[src/rtl/mem_seq_pkg.sv]
// -----------------------------------------------------------------------------
// mem_seq_pkg
// Shared types and constants for the latch-memory sequencer.
//   - ADDR_W / DATA_W / WORDS : geometry of the 4-word x 3-bit latch array
//   - state_e                 : sequencer FSM states
//   - max3()                  : helper used to size the shared phase timer
// -----------------------------------------------------------------------------
package mem_seq_pkg;

    localparam int ADDR_W = 2;
    localparam int DATA_W = 3;
    localparam int WORDS  = 4;

    // IDLE  : waiting for a command (cmd_ready high)
    // SETUP : SEL/D presented with E low, before the pulse or before sampling Q
    // PULSE : E high, SEL/D frozen
    // HOLD  : E low again, SEL/D still frozen
    // RESP  : read data held on the response channel until accepted
    typedef enum logic [2:0] {
        IDLE  = 3'd0,
        SETUP = 3'd1,
        PULSE = 3'd2,
        HOLD  = 3'd3,
        RESP  = 3'd4
    } state_e;

    function automatic int max3(input int a, input int b, input int c);
        int m;
        m = a;
        if (b > m) m = b;
        if (c > m) m = c;
        return m;
    endfunction

endpackage

[src/rtl/mem_sequencer_if.sv]
// -----------------------------------------------------------------------------
// mem_sequencer_if
// Bundles the command channel, the response channel and the latch-memory pins
// of the sequencer.
//
// Handshake rule (both channels): a transfer happens on a rising clock edge
// where valid and ready are both high. The producer keeps valid and its
// payload stable until that edge; ready may be asserted independently of
// valid. Nothing is transferred while reset is asserted.
//
//   cmd_valid/cmd_ready/cmd_wr/cmd_addr/cmd_data : command channel (in to seq)
//   rsp_valid/rsp_ready/rsp_addr/rsp_data        : read response (out of seq)
//   mem_d/mem_sel/mem_e                          : drive the latch array
//   mem_q                                        : latch array read data
//
// Modports:
//   master : the sequencer (initiator toward the latch memory)
//   slave  : the environment (command source, response sink, memory)
// -----------------------------------------------------------------------------
interface mem_sequencer_if;
    import mem_seq_pkg::*;

    logic              cmd_valid;
    logic              cmd_ready;
    logic              cmd_wr;
    logic [ADDR_W-1:0] cmd_addr;
    logic [DATA_W-1:0] cmd_data;

    logic              rsp_valid;
    logic              rsp_ready;
    logic [ADDR_W-1:0] rsp_addr;
    logic [DATA_W-1:0] rsp_data;

    logic [DATA_W-1:0] mem_d;
    logic [ADDR_W-1:0] mem_sel;
    logic              mem_e;
    logic [DATA_W-1:0] mem_q;

    modport master (
        input  cmd_valid, cmd_wr, cmd_addr, cmd_data,
        output cmd_ready,
        output rsp_valid, rsp_addr, rsp_data,
        input  rsp_ready,
        output mem_d, mem_sel, mem_e,
        input  mem_q
    );

    modport slave (
        output cmd_valid, cmd_wr, cmd_addr, cmd_data,
        input  cmd_ready,
        input  rsp_valid, rsp_addr, rsp_data,
        output rsp_ready,
        input  mem_d, mem_sel, mem_e,
        output mem_q
    );

endinterface

[src/rtl/mem_seq_timer.sv]
// -----------------------------------------------------------------------------
// mem_seq_timer
// Loadable down-counter shared by the SETUP, PULSE and HOLD phases.
//   clk, rst_n  : clock, asynchronous active-low reset (count clears to 0)
//   load_i      : load load_val_i on the next edge (has priority over dec_i)
//   load_val_i  : value to load (phase length minus one)
//   dec_i       : decrement on the next edge; saturates at zero
//   zero_o      : count is zero (last cycle of the current phase)
//   count_o     : current count, for observation
// -----------------------------------------------------------------------------
module mem_seq_timer #(
    parameter int W = 2
) (
    input  logic         clk,
    input  logic         rst_n,
    input  logic         load_i,
    input  logic [W-1:0] load_val_i,
    input  logic         dec_i,
    output logic         zero_o,
    output logic [W-1:0] count_o
);

    logic [W-1:0] count_q;
    logic [W-1:0] count_d;

    always_comb begin
        count_d = count_q;
        if (load_i) begin
            count_d = load_val_i;
        end else if (dec_i && (count_q != '0)) begin
            count_d = count_q - 1'b1;
        end
    end

    always_ff @(posedge clk or negedge rst_n) begin
        if (!rst_n) begin
            count_q <= '0;
        end else begin
            count_q <= count_d;
        end
    end

    assign zero_o  = (count_q == '0);
    assign count_o = count_q;

endmodule

[src/rtl/mem_sequencer.sv]
// -----------------------------------------------------------------------------
// mem_sequencer
// Clocked initiator for a 4-word x 3-bit level-sensitive latch memory.
// Turns write/read commands into SEL/D setup, an E pulse and a hold phase,
// and returns read data on a response channel. Commands are serialized:
// one command in flight, no pipelining; writes produce no response.
//
// Ports:
//   clk, rst_n : clock (rising edge), asynchronous active-low reset
//   bus        : mem_sequencer_if.master (command, response, memory pins)
//   state_o    : current FSM state, for observation
//
// Parameters (all must be >= 1):
//   SETUP_CYC : cycles SEL/D are stable with E low before the pulse / sample
//   PULSE_CYC : cycles E stays high during a write
//   HOLD_CYC  : cycles SEL/D stay put after E falls
//
// Every memory pin and every response field comes straight from a flop, so
// the latch enable never sees a combinational glitch, and the asynchronous
// reset pulls E low immediately even in the middle of a pulse.
// -----------------------------------------------------------------------------
module mem_sequencer
    import mem_seq_pkg::*;
#(
    parameter int SETUP_CYC = 1,
    parameter int PULSE_CYC = 2,
    parameter int HOLD_CYC  = 1
) (
    input  logic                 clk,
    input  logic                 rst_n,
    mem_sequencer_if.master      bus,
    output state_e               state_o
);

    localparam int TMR_W = $clog2(max3(SETUP_CYC, PULSE_CYC, HOLD_CYC) + 1);

    // The timer holds "cycles left minus one", so a phase ends when it hits 0.
    localparam logic [TMR_W-1:0] SETUP_LD = TMR_W'(SETUP_CYC - 1);
    localparam logic [TMR_W-1:0] PULSE_LD = TMR_W'(PULSE_CYC - 1);
    localparam logic [TMR_W-1:0] HOLD_LD  = TMR_W'(HOLD_CYC - 1);

    state_e            state_q,     state_d;
    logic              wr_q,        wr_d;
    logic              mem_e_q,     mem_e_d;
    logic [ADDR_W-1:0] mem_sel_q,   mem_sel_d;
    logic [DATA_W-1:0] mem_d_q,     mem_d_d;
    logic              rsp_valid_q, rsp_valid_d;
    logic [ADDR_W-1:0] rsp_addr_q,  rsp_addr_d;
    logic [DATA_W-1:0] rsp_data_q,  rsp_data_d;

    logic              tmr_load;
    logic [TMR_W-1:0]  tmr_load_val;
    logic              tmr_dec;
    logic              tmr_zero;
    logic [TMR_W-1:0]  tmr_count;

    mem_seq_timer #(
        .W (TMR_W)
    ) u_timer (
        .clk        (clk),
        .rst_n      (rst_n),
        .load_i     (tmr_load),
        .load_val_i (tmr_load_val),
        .dec_i      (tmr_dec),
        .zero_o     (tmr_zero),
        .count_o    (tmr_count)
    );

    // -------------------------------------------------------------------------
    // Next-state and output-register logic
    // -------------------------------------------------------------------------
    always_comb begin
        state_d      = state_q;
        wr_d         = wr_q;
        mem_e_d      = mem_e_q;
        mem_sel_d    = mem_sel_q;
        mem_d_d      = mem_d_q;
        rsp_valid_d  = rsp_valid_q;
        rsp_addr_d   = rsp_addr_q;
        rsp_data_d   = rsp_data_q;
        tmr_load     = 1'b0;
        tmr_load_val = '0;
        tmr_dec      = 1'b0;

        case (state_q)
            IDLE: begin
                // cmd_ready is exactly (state_q == IDLE), so valid alone
                // completes the handshake here.
                if (bus.cmd_valid) begin
                    state_d      = SETUP;
                    wr_d         = bus.cmd_wr;
                    mem_sel_d    = bus.cmd_addr;
                    // Reads leave D alone: there is no reason to toggle it.
                    if (bus.cmd_wr) begin
                        mem_d_d = bus.cmd_data;
                    end
                    tmr_load     = 1'b1;
                    tmr_load_val = SETUP_LD;
                end
            end

            SETUP: begin
                if (tmr_zero) begin
                    if (wr_q) begin
                        state_d      = PULSE;
                        mem_e_d      = 1'b1;
                        tmr_load     = 1'b1;
                        tmr_load_val = PULSE_LD;
                    end else begin
                        // Q has had SETUP_CYC cycles to settle on SEL.
                        state_d     = RESP;
                        rsp_data_d  = bus.mem_q;
                        rsp_addr_d  = mem_sel_q;
                        rsp_valid_d = 1'b1;
                    end
                end else begin
                    tmr_dec = 1'b1;
                end
            end

            PULSE: begin
                if (tmr_zero) begin
                    state_d      = HOLD;
                    mem_e_d      = 1'b0;
                    tmr_load     = 1'b1;
                    tmr_load_val = HOLD_LD;
                end else begin
                    tmr_dec = 1'b1;
                end
            end

            HOLD: begin
                if (tmr_zero) begin
                    state_d = IDLE;
                end else begin
                    tmr_dec = 1'b1;
                end
            end

            RESP: begin
                if (bus.rsp_ready) begin
                    state_d     = IDLE;
                    rsp_valid_d = 1'b0;
                end
            end

            default: begin
                state_d     = IDLE;
                mem_e_d     = 1'b0;
                rsp_valid_d = 1'b0;
            end
        endcase
    end

    // -------------------------------------------------------------------------
    // State and output registers
    // -------------------------------------------------------------------------
    always_ff @(posedge clk or negedge rst_n) begin
        if (!rst_n) begin
            state_q     <= IDLE;
            wr_q        <= 1'b0;
            mem_e_q     <= 1'b0;
            mem_sel_q   <= '0;
            mem_d_q     <= '0;
            rsp_valid_q <= 1'b0;
            rsp_addr_q  <= '0;
            rsp_data_q  <= '0;
        end else begin
            state_q     <= state_d;
            wr_q        <= wr_d;
            mem_e_q     <= mem_e_d;
            mem_sel_q   <= mem_sel_d;
            mem_d_q     <= mem_d_d;
            rsp_valid_q <= rsp_valid_d;
            rsp_addr_q  <= rsp_addr_d;
            rsp_data_q  <= rsp_data_d;
        end
    end

    // -------------------------------------------------------------------------
    // Outputs
    // -------------------------------------------------------------------------
    assign bus.cmd_ready = (state_q == IDLE);
    assign bus.mem_e     = mem_e_q;
    assign bus.mem_sel   = mem_sel_q;
    assign bus.mem_d     = mem_d_q;
    assign bus.rsp_valid = rsp_valid_q;
    assign bus.rsp_addr  = rsp_addr_q;
    assign bus.rsp_data  = rsp_data_q;
    assign state_o       = state_q;

    // The count itself is only needed through the zero flag.
    logic unused_tmr;
    assign unused_tmr = ^tmr_count;

endmodule

[src/flat_wrapper.sv]
// flat-port wrapper written by rule: the top's interface ports become plain ports
module mem_sequencer_flat import mem_seq_pkg::*;
#(
    parameter int SETUP_CYC = 1,
    parameter int PULSE_CYC = 2,
    parameter int HOLD_CYC  = 1
)
  (clk, rst_n, state_o, bus_cmd_valid, bus_cmd_wr, bus_cmd_addr, bus_cmd_data, bus_cmd_ready, bus_rsp_valid, bus_rsp_addr, bus_rsp_data, bus_rsp_ready, bus_mem_d, bus_mem_sel, bus_mem_e, bus_mem_q);
  mem_sequencer_if bus_i ();
  input  logic clk;
  input  logic rst_n;
  output state_e state_o;
  input wire logic [$bits(bus_i.cmd_valid)-1:0] bus_cmd_valid;
  input wire logic [$bits(bus_i.cmd_wr)-1:0] bus_cmd_wr;
  input wire logic [$bits(bus_i.cmd_addr)-1:0] bus_cmd_addr;
  input wire logic [$bits(bus_i.cmd_data)-1:0] bus_cmd_data;
  output wire logic [$bits(bus_i.cmd_ready)-1:0] bus_cmd_ready;
  output wire logic [$bits(bus_i.rsp_valid)-1:0] bus_rsp_valid;
  output wire logic [$bits(bus_i.rsp_addr)-1:0] bus_rsp_addr;
  output wire logic [$bits(bus_i.rsp_data)-1:0] bus_rsp_data;
  input wire logic [$bits(bus_i.rsp_ready)-1:0] bus_rsp_ready;
  output wire logic [$bits(bus_i.mem_d)-1:0] bus_mem_d;
  output wire logic [$bits(bus_i.mem_sel)-1:0] bus_mem_sel;
  output wire logic [$bits(bus_i.mem_e)-1:0] bus_mem_e;
  input wire logic [$bits(bus_i.mem_q)-1:0] bus_mem_q;
  assign bus_i.cmd_valid = bus_cmd_valid;
  assign bus_i.cmd_wr = bus_cmd_wr;
  assign bus_i.cmd_addr = bus_cmd_addr;
  assign bus_i.cmd_data = bus_cmd_data;
  assign bus_cmd_ready = bus_i.cmd_ready;
  assign bus_rsp_valid = bus_i.rsp_valid;
  assign bus_rsp_addr = bus_i.rsp_addr;
  assign bus_rsp_data = bus_i.rsp_data;
  assign bus_i.rsp_ready = bus_rsp_ready;
  assign bus_mem_d = bus_i.mem_d;
  assign bus_mem_sel = bus_i.mem_sel;
  assign bus_mem_e = bus_i.mem_e;
  assign bus_i.mem_q = bus_mem_q;
  mem_sequencer #(.SETUP_CYC(SETUP_CYC), .PULSE_CYC(PULSE_CYC), .HOLD_CYC(HOLD_CYC)) u_core (.clk(clk), .rst_n(rst_n), .bus(bus_i), .state_o(state_o));
endmodule
[config.mk]
export PLATFORM = sky130hd
export DESIGN_NAME = mem_sequencer_flat
export DESIGN_NICKNAME = d
export VERILOG_FILES = /design/src/rtl/mem_seq_pkg.sv /design/src/rtl/mem_sequencer_if.sv /design/src/rtl/mem_seq_timer.sv /design/src/rtl/mem_sequencer.sv /design/src/flat_wrapper.sv
export SDC_FILE = /design/constraint.sdc
export NUM_CORES = 1
export LEC_CHECK = 0
export ABC_AREA = 1
export BUFFER_PORTS_ARGS = -buffer_cell sky130_fd_sc_hd__buf_2
export CAP_MARGIN = 20
export CORE_MARGIN = 2
export CORE_UTILIZATION = 30
export DETAILED_ROUTE_END_ITERATION = 8
export PLACE_DENSITY = 0.56
export SYNTH_ARGS = -nofsm -noshare
export SYNTH_HDL_FRONTEND = slang
export SYNTH_SLANG_ARGS = --single-unit
[constraint.sdc]
create_clock -name clk -period 1.45 [get_ports clk]
set_input_delay 0.2175 -clock clk [delete_from_list [all_inputs] [get_ports clk]]
set_output_delay 0.2175 -clock clk [all_outputs]
set_load 0.005 [all_outputs]
==> reports/qor.csv <==
metric;value;unit
cts_tree;built;
cts.reportedPaths.clkPinSlew;0.11;ns
final_nets;161;
root_buffer;clkbuf_4;
rows;19;
muxShareOfSynthArea;0;%
tightest_slew;0.413;ns
final_common_cell;nand2_1;
grt_max_degree;19;
core;2780;um^2
die_y;58.4;um
finalWorstSetupSlack;0.0623;ns
worstPathRequired;1.23;ns
cp_max_fo;6;
leakage;0.667;nW
htree_levels;1;
yosysWarnings;0;
grt_antenna_before_repair;0;
hold_slack;0.115;ns
grt_use_total;12.3;%
worstSetupEndpointType;primary output;
grtUsageMet1;16.2;%
synthAdderAreaFrac;1.41;%
p_total;0.00244;W
place.detailed.hpwl;1480;um
slew_headroom;72.5;%
synth_top_family_by_area;simple AND/OR/NAND/NOR gates;
fin_crit;1.39;ns
vias;818;
wl;1910;um
wl_per_cell;10.8;um
syn_nets;125;
fin_setup_tns;0;ns
numPortBuffers;28;
grt_pass1_wl;3230;um
reg2reg_depth;9;
post-route-period-util;95.7;%
first_global_vias;788;
synth-seq-cells;18;
setup_viol;0;
clkLatencyLatePin;0.30;ns
initial_core_util;31.9;%
avgSynthCellArea;8.00;um^2
fmax;721;MHz
synthCells;111;
rsz0062_at_grt;true;
dr.pass1.iters;4;
clkSinkCount;18;
place_ws;0.169;ns
grt-ovfl-total;0;
p_per_area;2150;nW/um^2
synthXorXnorAreaFrac;0;%
die_w;58.4;um
skew;0.0110;ns
path_class;reg -> out;
gp_congestion;0.796;
busiest_layer;met2;
drcViolationCount;0;
grt_util_met2;19.7;%
critPathLaunchType;register;
ys_seq_area_share;50.7;%
dieArea;3410;um^2
synth_area;888;um^2
ir_drop;1.24;mV
yosys.area_share.simple;33.1;%
run_status;complete, no violations;
clock_path_buffers;2;
fill_cells;296;
drt_iter0_drc;31;
ys_types;18;
maxCapViolations;0;
met3_usage;4.62;%
area_growth;27.9;%
hold_violations;0;
postRouteAntennaNets;0;
via_per_inst;4.62;
mostFrequentLayoutCells;38 x nand2_1, 28 x buf_2, 16 x dfrtp_1;
ios;29;
drive_gt1_share;34.2;%
n_antenna_cell;0;
drv_slew;0;
numCtsBuffers;3;
hold_path_class;in -> reg;
holdPathStages;3;
cp_data_arrival_time;1.17;ns
synth-compound-area-share;7.04;%
per-stage QoR:
stage	utilization (%)	area [um^2]	instances
4_1_cts	40.2	1120	175
3_3_place_gp	38.5	1070	170
5_1_grt	40.8	1140	177
6_report	40.8	1140	177
2_1_floorplan	-	888	111
3_5_place_dp	38.5	1070	170
worst max-delay path, cell delays in order (launching register included):
cell	delay [ns]
dfrtp_2	0.46
nor2_4	0.18
nand2_1	0.08
inv_1	0.05
buf_2	0.10
flip-flops by register name, summed over array words and instances (netlist names):
| register | cells |
|---|---|
| u_core.bus.mem_sel | 2 |
| u_core.bus.mem_e | 1 |
| u_core.u_timer.count_o | 2 |
| u_core.bus.rsp_addr | 2 |
| u_core.bus.mem_d | 3 |
| u_core.bus.rsp_valid | 1 |
| u_core.wr_q | 1 |
| u_core.bus.rsp_data | 3 |
| u_core.state_o | 3 |
cells by family (layout without fill, tap and decap cells):
family,Yosys count,count (layout)
simple gates,64,64
flops,18,18
buf+inv,18,53
compound gates,10,10
fa+ha+maj,1,1
path summary, 6_finish.rpt:
check	start	slack (ns)	end
max in group asynchronous	rst_n	0.78	u_core.state_o[0]$_DFFE_PN0P_
min in group asynchronous	rst_n	0.36	u_core.bus.rsp_valid$_DFFE_PN0P_
hold reg to reg	u_core.bus.mem_d[1]$_DFFE_PN0P_	0.49	u_core.bus.mem_d[1]$_DFFE_PN0P_
hold / removal	bus_cmd_data[2]	0.12	u_core.bus.mem_d[2]$_DFFE_PN0P_
setup / recovery	u_core.state_o[0]$_DFFE_PN0P_	0.06	bus_cmd_ready
setup reg to reg	u_core.state_o[0]$_DFFE_PN0P_	0.20	u_core.u_timer.count_o[0]$_DFFE_PN0P_
power by group:
part / switching, W / internal [W] / total, W / leakage [nW]
clock network: 0.000162 / 0.000153 / 0.000315 / 0.0210
registers: 0.000172 / 0.000736 / 0.000907 / 0.225
logic: 0.000701 / 0.000519 / 0.00122 / 0.421
total: 0.00104 / 0.00141 / 0.00244 / 0.667
metal layers:
metal	part of all wire, %	vias up	wire, um
met2	44	27	845
met4	0.68	0	13
met3	5.9	2	113
li1	-	412	-
met1	49	377	933
met5	0	-	0
final cells by class:
class	count	area (um^2)	area share, %
repair buffers	32	173	15.2
flip-flops and latches	18	453	39.9
inverters	17	63.8	5.62
well taps	31	38.8	3.41
multi-input cells	75	372	32.7
clock buffers	4	36.3	3.19
what timing repair did:
action,CTS,global route
hold endpoints to repair,18,0
buffers inserted,0,2
setup endpoints to repair,1,2
resized for setup,1,3
hold buffers,1,0
cell usage after synthesis:
| cell type | n | area, um^2 |
|---|---|---|
| buf_2 | 1 | 5.00 |
| dfrtp_1 | 18 | 450 |
| ha_1 | 1 | 12.5 |
| inv_1 | 15 | 56.3 |
| inv_2 | 2 | 7.51 |
| nand2_1 | 38 | 143 |
| nand2_2 | 1 | 6.26 |
| nand2_4 | 1 | 11.3 |
| nand3_1 | 7 | 35.0 |
| nand3_2 | 2 | 20.0 |
| nand4_1 | 2 | 12.5 |
| nor2_1 | 10 | 37.5 |
| nor2_2 | 1 | 6.26 |
| nor2_4 | 2 | 22.5 |
| o21a_1 | 1 | 7.51 |
| o21ai_0 | 6 | 30.0 |
| o21ai_2 | 2 | 17.5 |
| o21bai_1 | 1 | 7.51 |
No activity file was read; power rests on OpenSTA's default activity.
